**config.mk**
```make
export PLATFORM = sky130hd
export DESIGN_NAME = fp_mul_normalizer
export DESIGN_NICKNAME = d
export VERILOG_FILES = /design/src/rtl/fp_mul_normalizer.sv
export SDC_FILE = /design/constraint.sdc
export NUM_CORES = 1
export LEC_CHECK = 0
export CAP_MARGIN = 40
export CORE_AREA = 3 3 138 87
export DETAILED_ROUTE_END_ITERATION = 16
export DIE_AREA = 0 0 141 90
export DONT_BUFFER_PORTS = 1
export PLACE_DENSITY = 0.72
export SKIP_LAST_GASP = 1
export SLEW_MARGIN = 10
export SYNTH_ARGS = -nofsm -noshare
export SYNTH_HDL_FRONTEND = slang
export SYNTH_SLANG_ARGS = --single-unit
```
**constraint.sdc**
```tcl
create_clock -name clk -period 4 [get_ports clk]
set_input_delay 0.4 -clock clk [delete_from_list [all_inputs] [get_ports clk]]
set_output_delay 0.4 -clock clk [all_outputs]
set_load 0.01 [all_outputs]
```
**src/rtl/fp_mul_normalizer.sv**
```systemverilog
// fp_mul_normalizer: takes the raw 2N-bit mantissa product, the biased
// exponent sum and the sign from the sequential mantissa multiplier. It
// normalizes, rounds to nearest-even, saturates or flushes on exponent
// overflow/underflow, and packs an IEEE-754 single-precision result.
//
// Handshake: a transfer happens on a rising edge where valid and ready are
// both 1. Input side: in_ready is decoded from state (IDLE) and rst only.
// Output side: result and flags are held stable while out_valid=1 until
// out_ready=1.
module fp_mul_normalizer #(
   parameter int N    = 24,
   parameter int E    = 8,
   parameter int BIAS = 127
) (
   input  logic             clk,
   input  logic             rst,
   input  logic             in_valid,
   output logic             in_ready,
   input  logic [2*N-1:0]   prod,
   input  logic [E+1:0]     exp_sum,
   input  logic             sign,
   output logic             out_valid,
   input  logic             out_ready,
   output logic [E+N-1:0]   result,
   output logic             overflow,
   output logic             underflow,
   output logic             inexact,
   output logic [1:0]       o_dbg_state
);

   typedef enum logic [1:0] {
      S_IDLE  = 2'd0,
      S_NORM  = 2'd1,
      S_ROUND = 2'd2,
      S_DONE  = 2'd3
   } state_t;

   // Internal exponent is signed E+3 bits: wide enough for -BIAS..2^(E+1)+1.
   localparam logic signed [E+2:0] L_BIAS = (E+3)'(BIAS);
   localparam logic signed [E+2:0] L_ONE  = (E+3)'(1);
   localparam logic signed [E+2:0] L_ZERO = '0;
   localparam logic signed [E+2:0] L_EMAX = (E+3)'((1 << E) - 1);

   state_t                r_state;

   // Captured operands
   logic [2*N-1:0]        r_prod;
   logic [E+1:0]          r_exp_sum;
   logic                  r_sign;
   logic                  r_zero;

   // Normalized values handed from NORM to ROUND
   logic [N-1:0]          r_mant;
   logic                  r_guard;
   logic                  r_sticky;
   logic signed [E+2:0]   r_exp;

   // Registered outputs
   logic                  r_out_valid;
   logic [E+N-1:0]        r_result;
   logic                  r_overflow;
   logic                  r_underflow;
   logic                  r_inexact;

   // NORM stage combinational results
   logic signed [E+2:0]   w_exp_base;
   logic signed [E+2:0]   w_norm_exp;
   logic [N-1:0]          w_norm_mant;
   logic                  w_norm_guard;
   logic                  w_norm_sticky;

   // ROUND stage combinational results
   logic                  w_round_up;
   logic                  w_carry;
   logic [N-2:0]          w_rfrac;
   logic signed [E+2:0]   w_rexp;
   logic [E+N-1:0]        w_res;
   logic                  w_ovf;
   logic                  w_unf;
   logic                  w_inx;

   assign in_ready    = rst && (r_state == S_IDLE);
   assign out_valid   = r_out_valid;
   assign result      = r_result;
   assign overflow    = r_overflow;
   assign underflow   = r_underflow;
   assign inexact     = r_inexact;
   assign o_dbg_state = r_state;

   assign w_exp_base = $signed({1'b0, r_exp_sum}) - L_BIAS;

   // Select the normalization window depending on whether the product is in [2,4)
   always_comb begin
      w_norm_exp    = w_exp_base;
      w_norm_mant   = r_prod[2*N-2:N-1];
      w_norm_guard  = r_prod[N-2];
      w_norm_sticky = |r_prod[N-3:0];
      if (r_prod[2*N-1]) begin
         w_norm_exp    = w_exp_base + L_ONE;
         w_norm_mant   = r_prod[2*N-1:N];
         w_norm_guard  = r_prod[N-1];
         w_norm_sticky = |r_prod[N-2:0];
      end
   end

   // Round to nearest-even; an all-ones mantissa that rounds up renormalizes to 1.0
   assign w_round_up = r_guard & (r_sticky | r_mant[0]);
   assign w_carry    = w_round_up & (&r_mant);
   assign w_rfrac    = w_carry ? '0 : (r_mant[N-2:0] + (N-1)'(w_round_up));
   assign w_rexp     = r_exp + (w_carry ? L_ONE : L_ZERO);

   // Classify the rounded value: zero, overflow, underflow, then normal
   always_comb begin
      w_res = {r_sign, w_rexp[E-1:0], w_rfrac};
      w_ovf = 1'b0;
      w_unf = 1'b0;
      w_inx = r_guard | r_sticky;
      if (r_zero) begin
         w_res = {r_sign, {(E+N-1){1'b0}}};
         w_inx = 1'b0;
      end else if (w_rexp >= L_EMAX) begin
         w_res = {r_sign, {E{1'b1}}, {(N-1){1'b0}}};
         w_ovf = 1'b1;
         w_inx = 1'b1;
      end else if (w_rexp <= L_ZERO) begin
         w_res = {r_sign, {(E+N-1){1'b0}}};
         w_unf = 1'b1;
         w_inx = 1'b1;
      end
   end

   // Control FSM with all datapath and output registers
   always_ff @(posedge clk) begin
      if (!rst) begin
         r_state     <= S_IDLE;
         r_prod      <= '0;
         r_exp_sum   <= '0;
         r_sign      <= 1'b0;
         r_zero      <= 1'b0;
         r_mant      <= '0;
         r_guard     <= 1'b0;
         r_sticky    <= 1'b0;
         r_exp       <= '0;
         r_out_valid <= 1'b0;
         r_result    <= '0;
         r_overflow  <= 1'b0;
         r_underflow <= 1'b0;
         r_inexact   <= 1'b0;
      end else begin
         case (r_state)
            S_IDLE: begin
               if (in_valid) begin
                  r_prod    <= prod;
                  r_exp_sum <= exp_sum;
                  r_sign    <= sign;
                  r_zero    <= (prod == '0);
                  r_state   <= S_NORM;
               end
            end
            S_NORM: begin
               r_mant   <= w_norm_mant;
               r_guard  <= w_norm_guard;
               r_sticky <= w_norm_sticky;
               r_exp    <= w_norm_exp;
               r_state  <= S_ROUND;
            end
            S_ROUND: begin
               r_result    <= w_res;
               r_overflow  <= w_ovf;
               r_underflow <= w_unf;
               r_inexact   <= w_inx;
               r_out_valid <= 1'b1;
               r_state     <= S_DONE;
            end
            S_DONE: begin
               if (out_ready) begin
                  r_out_valid <= 1'b0;
                  r_state     <= S_IDLE;
               end
            end
            default: r_state <= S_IDLE;
         endcase
      end
   end

endmodule

```
==> summary.md <==
| Metric | Value |
|---|---|
| Result of the run | complete, no violations |
| Wire length of the first global-routing pass | 24300 microns |
| Antenna violations before repair | 0 |
| Number of rows created at floorplan | 29 |
| Area fraction in and, or, nand and nor cells after synthesis | 23.5% |
| Data required time at the worst endpoint | 4.30 ns |
| Net Sw Power | 1.67 mW |
| Count of max-cap constraint violations | 0 |
| Slowest library cell on the worst path | sky130_fd_sc_hd__or4b_4 |
| Int Power | 3.26 mW |
| Die height | 90 microns |
| Port Buffers | 0 |
| Register-to-Register Path Depth | 11 |
| Number of fill cells in the layout | roughly 900 |
| Root Driver | sky130_fd_sc_hd__clkbuf_16 |
| Mux share of post-synthesis cell area | 5.52% |
| Number of DRC violations after detailed-routing iteration 0 | 385 |
| Overall routed net length | 15200 microns |
| Count of endpoints failing hold in the final timing report | 0 |
| Instance count on the critical path | 11 |
| Post-route clock skew | 0.00684 ns |
| Final total negative setup slack | 0 ns |
| Final antenna-violating net count | 0 |
| Aggregate global routing overflow | 0 |
| Hold Startpoint | prod[36] |
| Cell type with the largest total area after synthesis | sky130_fd_sc_hd__dfxtp_1 |
| Setup slack after layout | 0.209 ns |
| Number of distinct library cell variants in the gate-level netlist after synthesis | 56 |
| Total GRT Usage | a little under a quarter |
| Kind of end point of the critical path | flop |
| Post-Synth Adder-Cell Area | ~2.2% |
| Total die area | around 0.013 sq mm |
| DRC Markers | 0 |
| Beginning of the critical path | r_mant[6]$_SDFFE_PN0N_ |
| Worst-case vdd ir drop | between 0.0004 and 0.0005 V |
| Syn Nets | 829 |
| Share of the synthesized area in the top cell type | 43.5% |
| Switching Fraction | roughly 34% |
| Xor and xnor area share after synthesis | under 10% |
| Compound-gate portion of the synthesized area | 15.4% |
| Total power per unit cell area | 713 mW/mm^2 |
| Post-placement setup slack | 0.0658 ns |
| Sink count of the clock tree | ~140 |
| Portion of total power attributed to sequential cells | 39.9% |
| Clock latency on the worst-skew pair | 0.41 ns |
| P&R area growth vs syn | 11.4% |
| Number of enable-type register cells in the synthesized netlist | 0 |
| Main combinational cell family by area after synthesis | simple AND/OR/NAND/NOR gates |
| Number of diodes added for antenna fixing | 0 |
| Global placer's final weighted congestion | roughly 0.90 |
| Maximum fanout along the worst path | 8 |
| Clock Power Share | 33.4% |
| Data arrival time at the worst-slack endpoint | 4.10 ns |
| Ranking of synthesized cells by area | sky130_fd_sc_hd__dfxtp_1, sky130_fd_sc_hd__nand2_1, sky130_fd_sc_hd__a21oi_1 |
| Vias in the first global route | 4726 |
| Async set-reset flop share out of synthesis | 0% |
| Vias after detailed routing | 5193 |
| Standby leakage power | 2.42 nW |
| Largest net degree at the start of global routing | 54 |
| Proportion of power drawn by combinational gates | 26.6% |
| Synthesis-stage register bit count | 135 |
| Launching point of the worst reg2reg path | r_mant[6]$_SDFFE_PN0N_ |
| Post-synth top flop | sky130_fd_sc_hd__dfxtp_1 |
| Register area share after synthesis | between 40% and 50% |
| Clock H-tree levels | 4 |
| Fin crit share | 94.8% |
| Clock slew at reported path FFs | 0.06 ns |
| Final design area excluding fillers | 0.00692 sq mm |
| Initial Util | between 50% and 60% |
| Wirelength per Cell | roughly 17 microns |
| Core box area | ~0.011 sq mm |
| Final-stage net count | between 800 and 900 |
| Minimum clock period after layout | 3.79 ns |
| Netlist Area Pre-Place | approximately 0.0062 sq mm |
| Boundary Pins | approximately 100 |
| Longest Clk Path Bufs | 2 |
| Share of post-route cells with drive strength above 1 | 7.94% |
| Worst hold stages | 2 |
| Cells along the critical path | and4_1, nand2_1, nor4_4, ha_1, ha_2, nand4_1, or4b_4, a211oi_2, o22a_2, or3b_1, a22o_1 |
| Min-Delay Path Class | in -> reg |
| Worst slack on hold paths | between 0.1 and 0.15 ns |
| Actual transition at the worst max-transition pin | 0.854 ns |
| Post-synthesis instance total | 755 |
| Endpoints failing setup | 0 |
| Highest clock frequency the design can meet | 264 MHz |
| Total number of yosys warnings | 0 |
| Startpoint Class | flop |
| Delay of the slowest cell on the worst path | 0.60 ns |
| Buffers plus inverters on the worst setup path | 0 |
| Avg Vias per Cell | 5.89 |
| Number of buffers added by the clock tree synthesis step | 17 |
| Number of slew-limit violations in the final report | 0 |
| Avg Synthesized Cell Area | 8.23 sq um |
| Number of detailed-route iterations in the first pass | 5 |
| Relative slew slack | 43.0% |
| Kind of critical path | reg -> reg |
| Cell area reported after detailed placement | 0.00624 sq mm |
| Largest delay contributor family on the critical path | simple AND/OR/NAND/NOR gates |
| Horiz. Die Dim | 141 microns |
| Clock tree from TritonCTS | yes |
| Dpl hpwl | 11000 microns |
[timing repair]
| action | CTS | global route |
|---|---|---|
| setup endpoints to repair | 0 | 29 |
| hold buffers | 0 | 0 |
| resized for setup | 0 | 3 |
| buffers inserted | 0 | 4 |
[path summary, 6_finish.rpt]
check / to / slack (ns)
max: result[29]$_SDFFE_PN0P_ / 0.21
min: r_prod[36]$_SDFFE_PN0P_ / 0.12
max reg2reg: result[29]$_SDFFE_PN0P_ / 0.21
min reg2reg: r_prod[0]$_SDFFE_PN0P_ / 0.46
[logic make-up after synthesis]
logic type,after synthesis
simple gates,315
compound gates,158
flops,135
buf+inv,63
xor+xnor,39
mux,34
fa+ha+maj,11
[cells in the mapped netlist, types with 2 or more instances]
cell type	number
sky130_fd_sc_hd__a21oi_1	67
sky130_fd_sc_hd__nand3b_1	5
sky130_fd_sc_hd__nand4b_1	3
sky130_fd_sc_hd__nand2_1	171
sky130_fd_sc_hd__nand4_1	12
sky130_fd_sc_hd__and4_1	5
sky130_fd_sc_hd__nor3b_1	3
sky130_fd_sc_hd__clkbuf_1	47
sky130_fd_sc_hd__dfxtp_1	135
sky130_fd_sc_hd__nor3_1	8
sky130_fd_sc_hd__inv_1	6
sky130_fd_sc_hd__and2_1	4
sky130_fd_sc_hd__and3_1	6
sky130_fd_sc_hd__o21bai_1	2
sky130_fd_sc_hd__o21ai_0	31
sky130_fd_sc_hd__o211ai_1	3
sky130_fd_sc_hd__nand3_1	14
sky130_fd_sc_hd__nor2b_1	2
sky130_fd_sc_hd__a211oi_1	27
sky130_fd_sc_hd__mux2i_1	32
sky130_fd_sc_hd__buf_2	5
sky130_fd_sc_hd__nand2b_1	6
sky130_fd_sc_hd__buf_6	3
sky130_fd_sc_hd__nor2_1	46
sky130_fd_sc_hd__or3_1	3
sky130_fd_sc_hd__xor2_1	21
sky130_fd_sc_hd__ha_1	11
sky130_fd_sc_hd__a31oi_1	5
sky130_fd_sc_hd__o21a_1	2
sky130_fd_sc_hd__a21boi_0	2
sky130_fd_sc_hd__mux2_2	2
sky130_fd_sc_hd__nor4_1	18
sky130_fd_sc_hd__a22o_1	8
sky130_fd_sc_hd__xnor2_1	18
[metal layers]
layer | wire length [microns] | vias up | GRT usage [%]
met5 | 0 | - | 0
met4 | 113 | 0 | 5.65
met3 | 1390 | 12 | 7.32
met1 | 7950 | 2385 | 37.5
li1 | - | 2586 | -
met2 | 5800 | 210 | 30.1
[stage by stage]
| step | utilization, % | power, mW | std cells |
|---|---|---|---|
| 2_1_floorplan | - | 2.92 | 755 |
| 3_3_place_gp | 58.4 | 3.16 | 845 |
| 3_5_place_dp | 58.7 | 3.23 | 847 |
| 4_1_cts | 64.6 | 4.88 | 878 |
| 5_1_grt | 65.1 | 5.20 | 882 |
| 6_report | 65.1 | 4.93 | 882 |
[registers in the layout, summed over array words and instances, names as in the netlist]
signal,cells
result,32
r_guard,1
o_dbg_state,2
r_prod,48
r_sign,1
r_exp_sum,10
out_valid,1
overflow,1
inexact,1
r_mant,24
r_zero,1
underflow,1
r_sticky,1
r_exp,11
[cell usage in the layout, fill, tap and decap left out, types with 4 or more instances in the layout]
cell                        count
sky130_fd_sc_hd__inv_1          6
sky130_fd_sc_hd__clkbuf_16     17
sky130_fd_sc_hd__nand4_1       12
sky130_fd_sc_hd__nor3_1         8
sky130_fd_sc_hd__a31oi_1        5
sky130_fd_sc_hd__nand2b_1       6
sky130_fd_sc_hd__bufinv_16      4
sky130_fd_sc_hd__xnor2_1       18
sky130_fd_sc_hd__nand3_1       14
sky130_fd_sc_hd__a21oi_1       67
sky130_fd_sc_hd__mux2i_1       32
sky130_fd_sc_hd__nor4_1        17
sky130_fd_sc_hd__and3_1         6
sky130_fd_sc_hd__a22o_1         8
sky130_fd_sc_hd__a211oi_1      27
sky130_fd_sc_hd__dfxtp_1      135
sky130_fd_sc_hd__nor2_1        45
sky130_fd_sc_hd__xor2_1        21
sky130_fd_sc_hd__nand2_1      170
sky130_fd_sc_hd__nand3b_1       5
sky130_fd_sc_hd__ha_1           9
sky130_fd_sc_hd__and4_1         5
sky130_fd_sc_hd__buf_4         11
sky130_fd_sc_hd__o21ai_0       31
[power groups by stage]
stage               Combinational (mW)  Sequential [mW]  Clock [mW]
finish                            1.31             1.97        1.65
global route                      1.47             2.01        1.72
CTS                               1.25             1.96        1.66
detailed placement                1.24             1.99           0
global placement                  1.19             1.97           0
floorplan                         1.06             1.86           0
[final cells by class]
| type | instances | area, sq um | area share, % |
|---|---|---|---|
| flip-flops and latches | 135 | 2700 | 39.1 |
| inverters | 7 | 26.3 | 0.380 |
| clock buffers | 19 | 453 | 6.54 |
| clock inverters | 12 | 176 | 2.55 |
| multi-input cells | 557 | 3270 | 47.3 |
| repair buffers | 13 | 118 | 1.70 |
| well taps | 139 | 174 | 2.51 |
(Power assumes the default switching activity.)
